### src/rtl/serial_tx_arbiter_if.sv
// Requester/arbiter bus for serial_tx_arbiter.
//   req0/req1   : requester has a transaction pending
//   a0/a1,d0/d1 : requester address/data, stable while req is high until ack
//   ack0/ack1   : one-cycle pulse, transaction captured
//   done0/done1 : one-cycle pulse, granted frame finished shifting
//   go_out      : load strobe to the serial buffer
//   a_out/d_out : address/data presented to the buffer
//   busy        : arbiter not idle
//   last_grant  : index of the most recent grantee
interface serial_tx_arbiter_if #(
  parameter int SIZE_A = 7,
  parameter int SIZE_D = 8
);
  logic              req0;
  logic              req1;
  logic [SIZE_A-1:0] a0;
  logic [SIZE_A-1:0] a1;
  logic [SIZE_D-1:0] d0;
  logic [SIZE_D-1:0] d1;
  logic              ack0;
  logic              ack1;
  logic              done0;
  logic              done1;
  logic              go_out;
  logic [SIZE_A-1:0] a_out;
  logic [SIZE_D-1:0] d_out;
  logic              busy;
  logic              last_grant;

  modport master (
    output req0, req1, a0, a1, d0, d1,
    input  ack0, ack1, done0, done1, go_out, a_out, d_out, busy, last_grant
  );

  modport slave (
    input  req0, req1, a0, a1, d0, d1,
    output ack0, ack1, done0, done1, go_out, a_out, d_out, busy, last_grant
  );
endinterface

### src/rtl/serial_tx_arbiter.sv
// Round-robin arbiter feeding a serial transmit buffer from two requesters.
// A grant loads a_out/d_out and pulses go_out plus the winner's ack; the
// frame then shifts for FRAME_CYCLES, done pulses on the first GAP cycle and
// GAP_CYCLES idle cycles separate frames. Requests are sampled only in IDLE.
//   clk_in  : clock
//   reset_n : asynchronous reset, active high (historical name)
//   bus     : requester/buffer bus (slave side), see serial_tx_arbiter_if
module serial_tx_arbiter #(
  parameter int SIZE_A       = 7,
  parameter int SIZE_D       = 8,
  parameter int FRAME_CYCLES = 20,
  parameter int GAP_CYCLES   = 2
) (
  input  logic                clk_in,
  input  logic                reset_n,
  serial_tx_arbiter_if.slave  bus
);

  typedef enum logic [1:0] {
    IDLE  = 2'd0,
    SHIFT = 2'd1,
    GAP   = 2'd2
  } state_t;

  // SHIFT is entered with FRAME_CYCLES so the go_out cycle plus FRAME_CYCLES
  // shift cycles elapse before GAP; GAP is entered with GAP_CYCLES-1.
  localparam logic [7:0] FRAME_LD = 8'(FRAME_CYCLES);
  localparam logic [7:0] GAP_LD   = 8'(GAP_CYCLES - 1);

  state_t            r_state, w_state_nxt;
  logic [7:0]        r_cnt, w_cnt_nxt;
  logic              r_go, w_go_nxt;
  logic              r_ack0, w_ack0_nxt;
  logic              r_ack1, w_ack1_nxt;
  logic              r_done0, w_done0_nxt;
  logic              r_done1, w_done1_nxt;
  logic              r_last, w_last_nxt;
  logic [SIZE_A-1:0] r_a, w_a_nxt;
  logic [SIZE_D-1:0] r_d, w_d_nxt;
  logic              w_win;

  // Lone requester wins; on contention the one not granted last time wins.
  assign w_win = (bus.req0 && bus.req1) ? ~r_last : bus.req1;

  always_comb begin
    w_state_nxt = r_state;
    w_cnt_nxt   = r_cnt;
    w_go_nxt    = 1'b0;
    w_ack0_nxt  = 1'b0;
    w_ack1_nxt  = 1'b0;
    w_done0_nxt = 1'b0;
    w_done1_nxt = 1'b0;
    w_last_nxt  = r_last;
    w_a_nxt     = r_a;
    w_d_nxt     = r_d;
    case (r_state)
      IDLE: begin
        if (bus.req0 || bus.req1) begin
          w_state_nxt = SHIFT;
          w_cnt_nxt   = FRAME_LD;
          w_go_nxt    = 1'b1;
          w_ack0_nxt  = ~w_win;
          w_ack1_nxt  = w_win;
          w_last_nxt  = w_win;
          w_a_nxt     = w_win ? bus.a1 : bus.a0;
          w_d_nxt     = w_win ? bus.d1 : bus.d0;
        end
      end
      SHIFT: begin
        if (r_cnt == '0) begin
          w_state_nxt = GAP;
          w_cnt_nxt   = GAP_LD;
          w_done0_nxt = ~r_last;
          w_done1_nxt = r_last;
        end else begin
          w_cnt_nxt = r_cnt - 8'd1;
        end
      end
      GAP: begin
        if (r_cnt == '0) begin
          w_state_nxt = IDLE;
          w_cnt_nxt   = '0;
        end else begin
          w_cnt_nxt = r_cnt - 8'd1;
        end
      end
      default: begin
        w_state_nxt = IDLE;
        w_cnt_nxt   = '0;
      end
    endcase
  end

  always_ff @(posedge clk_in or posedge reset_n) begin
    if (reset_n) begin
      r_state <= IDLE;
      r_cnt   <= '0;
      r_go    <= 1'b0;
      r_ack0  <= 1'b0;
      r_ack1  <= 1'b0;
      r_done0 <= 1'b0;
      r_done1 <= 1'b0;
      r_last  <= 1'b1;
      r_a     <= '1;
      r_d     <= '1;
    end else begin
      r_state <= w_state_nxt;
      r_cnt   <= w_cnt_nxt;
      r_go    <= w_go_nxt;
      r_ack0  <= w_ack0_nxt;
      r_ack1  <= w_ack1_nxt;
      r_done0 <= w_done0_nxt;
      r_done1 <= w_done1_nxt;
      r_last  <= w_last_nxt;
      r_a     <= w_a_nxt;
      r_d     <= w_d_nxt;
    end
  end

  assign bus.go_out     = r_go;
  assign bus.ack0       = r_ack0;
  assign bus.ack1       = r_ack1;
  assign bus.done0      = r_done0;
  assign bus.done1      = r_done1;
  assign bus.last_grant = r_last;
  assign bus.a_out      = r_a;
  assign bus.d_out      = r_d;
  assign bus.busy       = (r_state != IDLE);

endmodule

### src/flat_wrapper.sv
// flat-port wrapper written by rule: the top's interface ports become plain ports
module serial_tx_arbiter_flat 
#(
  parameter int SIZE_A       = 7,
  parameter int SIZE_D       = 8,
  parameter int FRAME_CYCLES = 20,
  parameter int GAP_CYCLES   = 2
)
  (clk_in, reset_n, bus_req0, bus_req1, bus_a0, bus_a1, bus_d0, bus_d1, bus_ack0, bus_ack1, bus_done0, bus_done1, bus_go_out, bus_a_out, bus_d_out, bus_busy, bus_last_grant);
  serial_tx_arbiter_if #(.SIZE_A(SIZE_A), .SIZE_D(SIZE_D)) bus_i ();
  input  logic clk_in;
  input  logic reset_n;
  input wire logic [$bits(bus_i.req0)-1:0] bus_req0;
  input wire logic [$bits(bus_i.req1)-1:0] bus_req1;
  input wire logic [$bits(bus_i.a0)-1:0] bus_a0;
  input wire logic [$bits(bus_i.a1)-1:0] bus_a1;
  input wire logic [$bits(bus_i.d0)-1:0] bus_d0;
  input wire logic [$bits(bus_i.d1)-1:0] bus_d1;
  output wire logic [$bits(bus_i.ack0)-1:0] bus_ack0;
  output wire logic [$bits(bus_i.ack1)-1:0] bus_ack1;
  output wire logic [$bits(bus_i.done0)-1:0] bus_done0;
  output wire logic [$bits(bus_i.done1)-1:0] bus_done1;
  output wire logic [$bits(bus_i.go_out)-1:0] bus_go_out;
  output wire logic [$bits(bus_i.a_out)-1:0] bus_a_out;
  output wire logic [$bits(bus_i.d_out)-1:0] bus_d_out;
  output wire logic [$bits(bus_i.busy)-1:0] bus_busy;
  output wire logic [$bits(bus_i.last_grant)-1:0] bus_last_grant;
  assign bus_i.req0 = bus_req0;
  assign bus_i.req1 = bus_req1;
  assign bus_i.a0 = bus_a0;
  assign bus_i.a1 = bus_a1;
  assign bus_i.d0 = bus_d0;
  assign bus_i.d1 = bus_d1;
  assign bus_ack0 = bus_i.ack0;
  assign bus_ack1 = bus_i.ack1;
  assign bus_done0 = bus_i.done0;
  assign bus_done1 = bus_i.done1;
  assign bus_go_out = bus_i.go_out;
  assign bus_a_out = bus_i.a_out;
  assign bus_d_out = bus_i.d_out;
  assign bus_busy = bus_i.busy;
  assign bus_last_grant = bus_i.last_grant;
  serial_tx_arbiter #(.SIZE_A(SIZE_A), .SIZE_D(SIZE_D), .FRAME_CYCLES(FRAME_CYCLES), .GAP_CYCLES(GAP_CYCLES)) u_core (.clk_in(clk_in), .reset_n(reset_n), .bus(bus_i));
endmodule
### config.mk
export PLATFORM = sky130hd
export DESIGN_NAME = serial_tx_arbiter_flat
export DESIGN_NICKNAME = d
export VERILOG_FILES = /design/src/rtl/serial_tx_arbiter_if.sv /design/src/rtl/serial_tx_arbiter.sv /design/src/flat_wrapper.sv
export SDC_FILE = /design/constraint.sdc
export NUM_CORES = 1
export LEC_CHECK = 0
export ABC_AREA = 1
export ABC_CLOCK_PERIOD_IN_PS = 1500
export CAP_MARGIN = 15
export CORE_MARGIN = 2
export CORE_UTILIZATION = 50
export DETAILED_ROUTE_END_ITERATION = 10
export DONT_BUFFER_PORTS = 1
export PLACE_DENSITY = 0.75
export SLEW_MARGIN = 20
export SYNTH_ARGS = -nofsm -noshare
export SYNTH_HDL_FRONTEND = slang
export SYNTH_SLANG_ARGS = --single-unit
### constraint.sdc
create_clock -name clk_in -period 1.5 [get_ports clk_in]
set_input_delay 0.15 -clock clk_in [delete_from_list [all_inputs] [get_ports clk_in]]
set_output_delay 0.15 -clock clk_in [all_outputs]
set_load 0.02 [all_outputs]
Word-level counts from Yosys, hierarchy flattened:

Cells that the tools add are included.

* flip-flop bits (word level): 31
* bits of input ports: 34
* output and inout port bits: 22
* logic and storage cells: 46

* add/sub/neg operators: 1
* equal/unequal tests: 5
* multiplexer cells: 21
* bitwise gates (word level): 2
* reductions and logical operators: 7

Operator list (number)
* two-way mux 8 bit: 4
* one-hot mux 8 bit (3 select lines): 1
* two-way mux 1 bit: 11
* logical NOT 8 bit: 1
* subtractor 8 x 1 -> 8 bit, second input constant: 1
* two-way mux 7 bit: 1
* two-way mux 2 bit: 3
* != test 2 x 1 -> 1 bit, second input constant: 3
* one-hot mux 2 bit (3 select lines): 1
* AND reduction 3 bit: 1
* == test 2 x 1 -> 1 bit, second input constant: 1
* == test 2 bit, second input constant: 1
* logical NOT 2 bit: 1
* inverter 1 bit: 2
* AND reduction 2 bit: 1
* nonzero test 2 bit: 1
* logical AND 1 bit: 1
* logical OR 1 bit: 1

Depth between registers and ports, before layout:

* depth in word-level cells: 5
* mapped depth: 9
* mapped depth without buffers: 9

Least setup slack after synthesis:

OpenSTA, ideal clock, no wires.

* path kind: register -> register
* start: register u_core.r_last (netlist: u_core.bus.last_grant)
* end: register u_core.r_a[1] (netlist: u_core.bus.a_out[1])
* arrival: 1163 ps
* data required time: 1420 ps
* slack: 258 ps
* cell stages (with the launch flop): 7
* cells stage by stage: dfstp_2 > nand2_1 > nand2_1 > inv_2 > buf_6 > o21ai_0 > o21ai_1

* longest elaborated chain between the ends: 3

Ends and longest elaborated chain
* start: declaration: RTL line serial_tx_arbiter.sv:37 `logic r_last, w_last_nxt;`
* start signal: assignment: RTL line serial_tx_arbiter.sv:114 `r_last <= w_last_nxt;`
* inverter 1 bit: RTL line serial_tx_arbiter.sv:43 `assign w_win = (bus.req0 && bus.req1) ? ~r_last : bus.req1;`
* two-way mux 1 bit: RTL line serial_tx_arbiter.sv:43
* two-way mux 7 bit: RTL line serial_tx_arbiter.sv:65 `w_a_nxt = w_win ? bus.a1 : bus.a0;`
* end signal: assignment: RTL line serial_tx_arbiter.sv:115 `r_a <= w_a_nxt;`
* end: declaration: RTL line serial_tx_arbiter.sv:38 `logic [SIZE_A-1:0] r_a, w_a_nxt;`

No other way between the ends.
A chain may end at the register's enable or synchronous reset.

Worst setup path after layout:

* start: register u_core.r_cnt[0]
* end: register u_core.r_cnt[5]

* longest elaborated chain between the ends: 3
* elaborated cells on any way between the ends: 5
* classes of those cells: add/sub: 1; mux: 3; reduce/logical: 1

Ends and longest elaborated chain
* start: declaration: RTL line serial_tx_arbiter.sv:31 `logic [7:0] r_cnt, w_cnt_nxt;`
* start signal: assignment: RTL line serial_tx_arbiter.sv:108 `r_cnt <= w_cnt_nxt;`
* subtractor 8 x 1 -> 8 bit / logical NOT 8 bit (equally long branches)
* two-way mux 8 bit, on equally long branches: RTL line serial_tx_arbiter.sv:80, serial_tx_arbiter.sv:70
* one-hot mux 8 bit (3 select lines) (*): RTL line serial_tx_arbiter.sv:56 `case (r_state)`

Every way passes the cells marked *; elsewhere a longest branch is shown, timed or not.

==> results.toml <==
[synthesis]
synth_nets = 221
synth-async-reset-ratio_pct = 100
synth_warnings = 0
synth_area_mm2 = 0.00154
synth_ff_type = "dfstp_2"
synth_edf_count = 0
avgSynthCellArea_um2 = 8.35
seq_area_frac_synth_pct = 51.5
postSynthCellCount = 185
synth_cell_types = 22
yosys_register_bits = 31

[setup_path]
crit_path_top_delay_cell = "dfrtp_1"
required_ns = 1.71
critical_path.startpoint_type = "flip-flop"
end_kind = "flip-flop"
path_cells = "inv_2 -> ha_1 -> inv_1 -> nor2_1 -> nand2_1 -> nand2_2 -> nand2_1 -> nand2_1 -> nor2_1"
crit_family = "simple AND/OR/NAND/NOR gates"
critical_path.max_stage_delay_ns = 0.41
critical_path_class = "reg -> reg"
cp_max_fo = 5
cp_data_arrival_time_ns = 1.56
cpMostUsedCell = "nand2_1"
worst-path-buf-inv = 2

[final_layout]
nets = 258
drive_gt1_share_pct = 17.9
areaGrowthSynthToFinish_pct = 26.4
n_antenna_cell = 0
layout_common_cells = "52 x nand2_1, 28 x dlygate4sd3_1, 23 x nor2_1"
final_common_cell = "nand2_1"

[die]
dieWidth_um = 59.6
start_util_pct = 51.4
die_y_um = 59.6
io_pins = 56
row_count = 20
die_area_mm2 = 0.00355
core_mm2 = 0.00300

[clocking]
insertion_delay_ns = 0.33
cts_root_buffer = "clkbuf_4"
cts.htree.levels = 2
cts_tree = "done"
clkTransAtPathRegs_ns = 0.09
cts.sinks = 31
numCtsBuffers = 5
clock_path_buffers = 2

[routing]
first_iter_violations = 65
wl_um = 3730
firstDrtPassIters = 4
wl_per_cell_um = 14.6
vias = 1364
remaining_drc_errors = 0
vias_per_cell = 5.33
drtAntennaViolNets = 0

[global_routing]
grt_start_max_net_pins = 32
track_usage_pct = 22.8
antenna_found_initial = 0
grt_pass1_wl_um = 5950
globalRouteOverflowTotal = 0
grt_pass1_vias = 1399

[timing]
max_freq_ghz = 0.741
post-route-period-util_pct = 89.9
fin_skew_ns = 0.0137
slew-limit-headroom_pct = 74.5
drv_slew = 0
hold_viol = 0
fin_crit_ns = 1.35
worst_slew_pin_slew_ns = 0.383
tns_ns = 0
setup_viol = 0

[flow_run]
drv_cap = 0

[pwr]
leakage_nw = 0.937
ir_worst_vdd_mv = 0.468
totalPowerFinal_mw = 1.75
powerDensity_mw_per_mm2 = 896

[status]
outcome = "completed"

[place]
gp_congestion = 0.851
dp_hpwl_um = 2310
portBuffers = 0

[min_path]
hp-class = "in -> reg"
==> sequential cells by signal (all words and copies together), names as in the netlist <==
name,cells
u_core.bus.a_out,7
u_core.r_state,2
u_core.bus.done0,1
u_core.bus.ack1,1
u_core.bus.done1,1
u_core.bus.d_out,8
u_core.bus.ack0,1
u_core.bus.go_out,1
u_core.bus.last_grant,1
u_core.r_cnt,8
==> worst paths after layout <==
check,start,slack [ns],to,cells after the start
max,u_core.r_cnt[0]$_DFFE_PP0P_,0.15,u_core.r_cnt[5]$_DFFE_PP0P_,9
min,bus_d0[4],0.02,u_core.bus.d_out[4]$_DFFE_PP1P_,2
max reg2reg,u_core.r_cnt[0]$_DFFE_PP0P_,0.15,u_core.r_cnt[5]$_DFFE_PP0P_,9
min reg2reg,u_core.r_cnt[7]$_DFFE_PP0P_,0.52,u_core.r_cnt[7]$_DFFE_PP0P_,2
max in group asynchronous,reset_n,0.84,u_core.bus.a_out[1]$_DFFE_PP1P_,3
min in group asynchronous,reset_n,0.33,u_core.r_cnt[7]$_DFFE_PP0P_,3
==> kinds of logic after synthesis <==
kind of cell / after synthesis / share of synthesized area [%]
and+or+nand+nor: 95 / 27.5
DFF: 31 / 51.5
AOI/OAI and AO/OA: 30 / 9.97
buffers and inverters: 24 / 7.70
xor gates and xnor gates: 3 / 1.70
adders and majority gates: 2 / 1.62
==> power breakdown <==
group	internal (mW)	total, mW	leakage [nW]	switching [mW]
Combinational	0.0774	0.151	0.540	0.0737
Clock	0.353	0.627	0.0395	0.273
Sequential	0.902	0.971	0.358	0.0695
==> metal layers <==
metal | track usage (%) | wire [um] | vias up | share of wire [%]
li1 | - | - | 657 | -
met1 | 26.0 | 1510 | 647 | 41
met2 | 38.3 | 1930 | 49 | 52
met3 | 6.77 | 187 | 11 | 5.0
met4 | 12.4 | 107 | 0 | 2.9
met5 | 0 | 0 | - | 0
==> synthesized netlist by cell type, types with 3 or more instances <==
cell type,count,area [um^2]
buf_6,3,33.8
dfrtp_1,15,375
dfstp_2,16,420
inv_1,17,63.8
nand2_1,53,199
nand3_1,10,50.1
nor2_1,24,90.1
o21ai_0,10,50.1
o21ai_1,17,85.1
xor2_1,3,26.3
==> area by class of cell <==
type	count	area [um^2]
clock buffers	7	45.0
flip-flops and latches	31	796
well taps	33	41.3
fillers	241	1050
clock inverters	1	30.0
repair buffers	34	325
multi-input cells	130	634
inverters	20	80.1
==> repair_timing <==
action | CTS | global route
endpoints found under the hold margin | 30 | 0
gates resized for setup | 0 | 4
hold buffers | 28 | 0
endpoints found under the setup margin | 0 | 8
setup buffers | 0 | 3
==> stage by stage <==
| step | hold WS (ns) | instances | area (um^2) | setup WS [ns] | util [%] |
|---|---|---|---|---|---|
| 3_3_place_gp | 0.135 | 217 | 1570 | 0.174 | 52.3 |
| 6_report | 0.0152 | 256 | 1950 | 0.151 | 65.0 |
| 3_5_place_dp | 0.145 | 217 | 1570 | 0.0902 | 52.3 |
| 2_1_floorplan | 0.242 | 185 | 1540 | 0.258 | - |
| 5_1_grt | 0.00477 | 256 | 1950 | -0.000725 | 65.0 |
| 4_1_cts | 0.00397 | 253 | 1920 | 0.0620 | 64.1 |
Power figures use the tool's default switching activity.
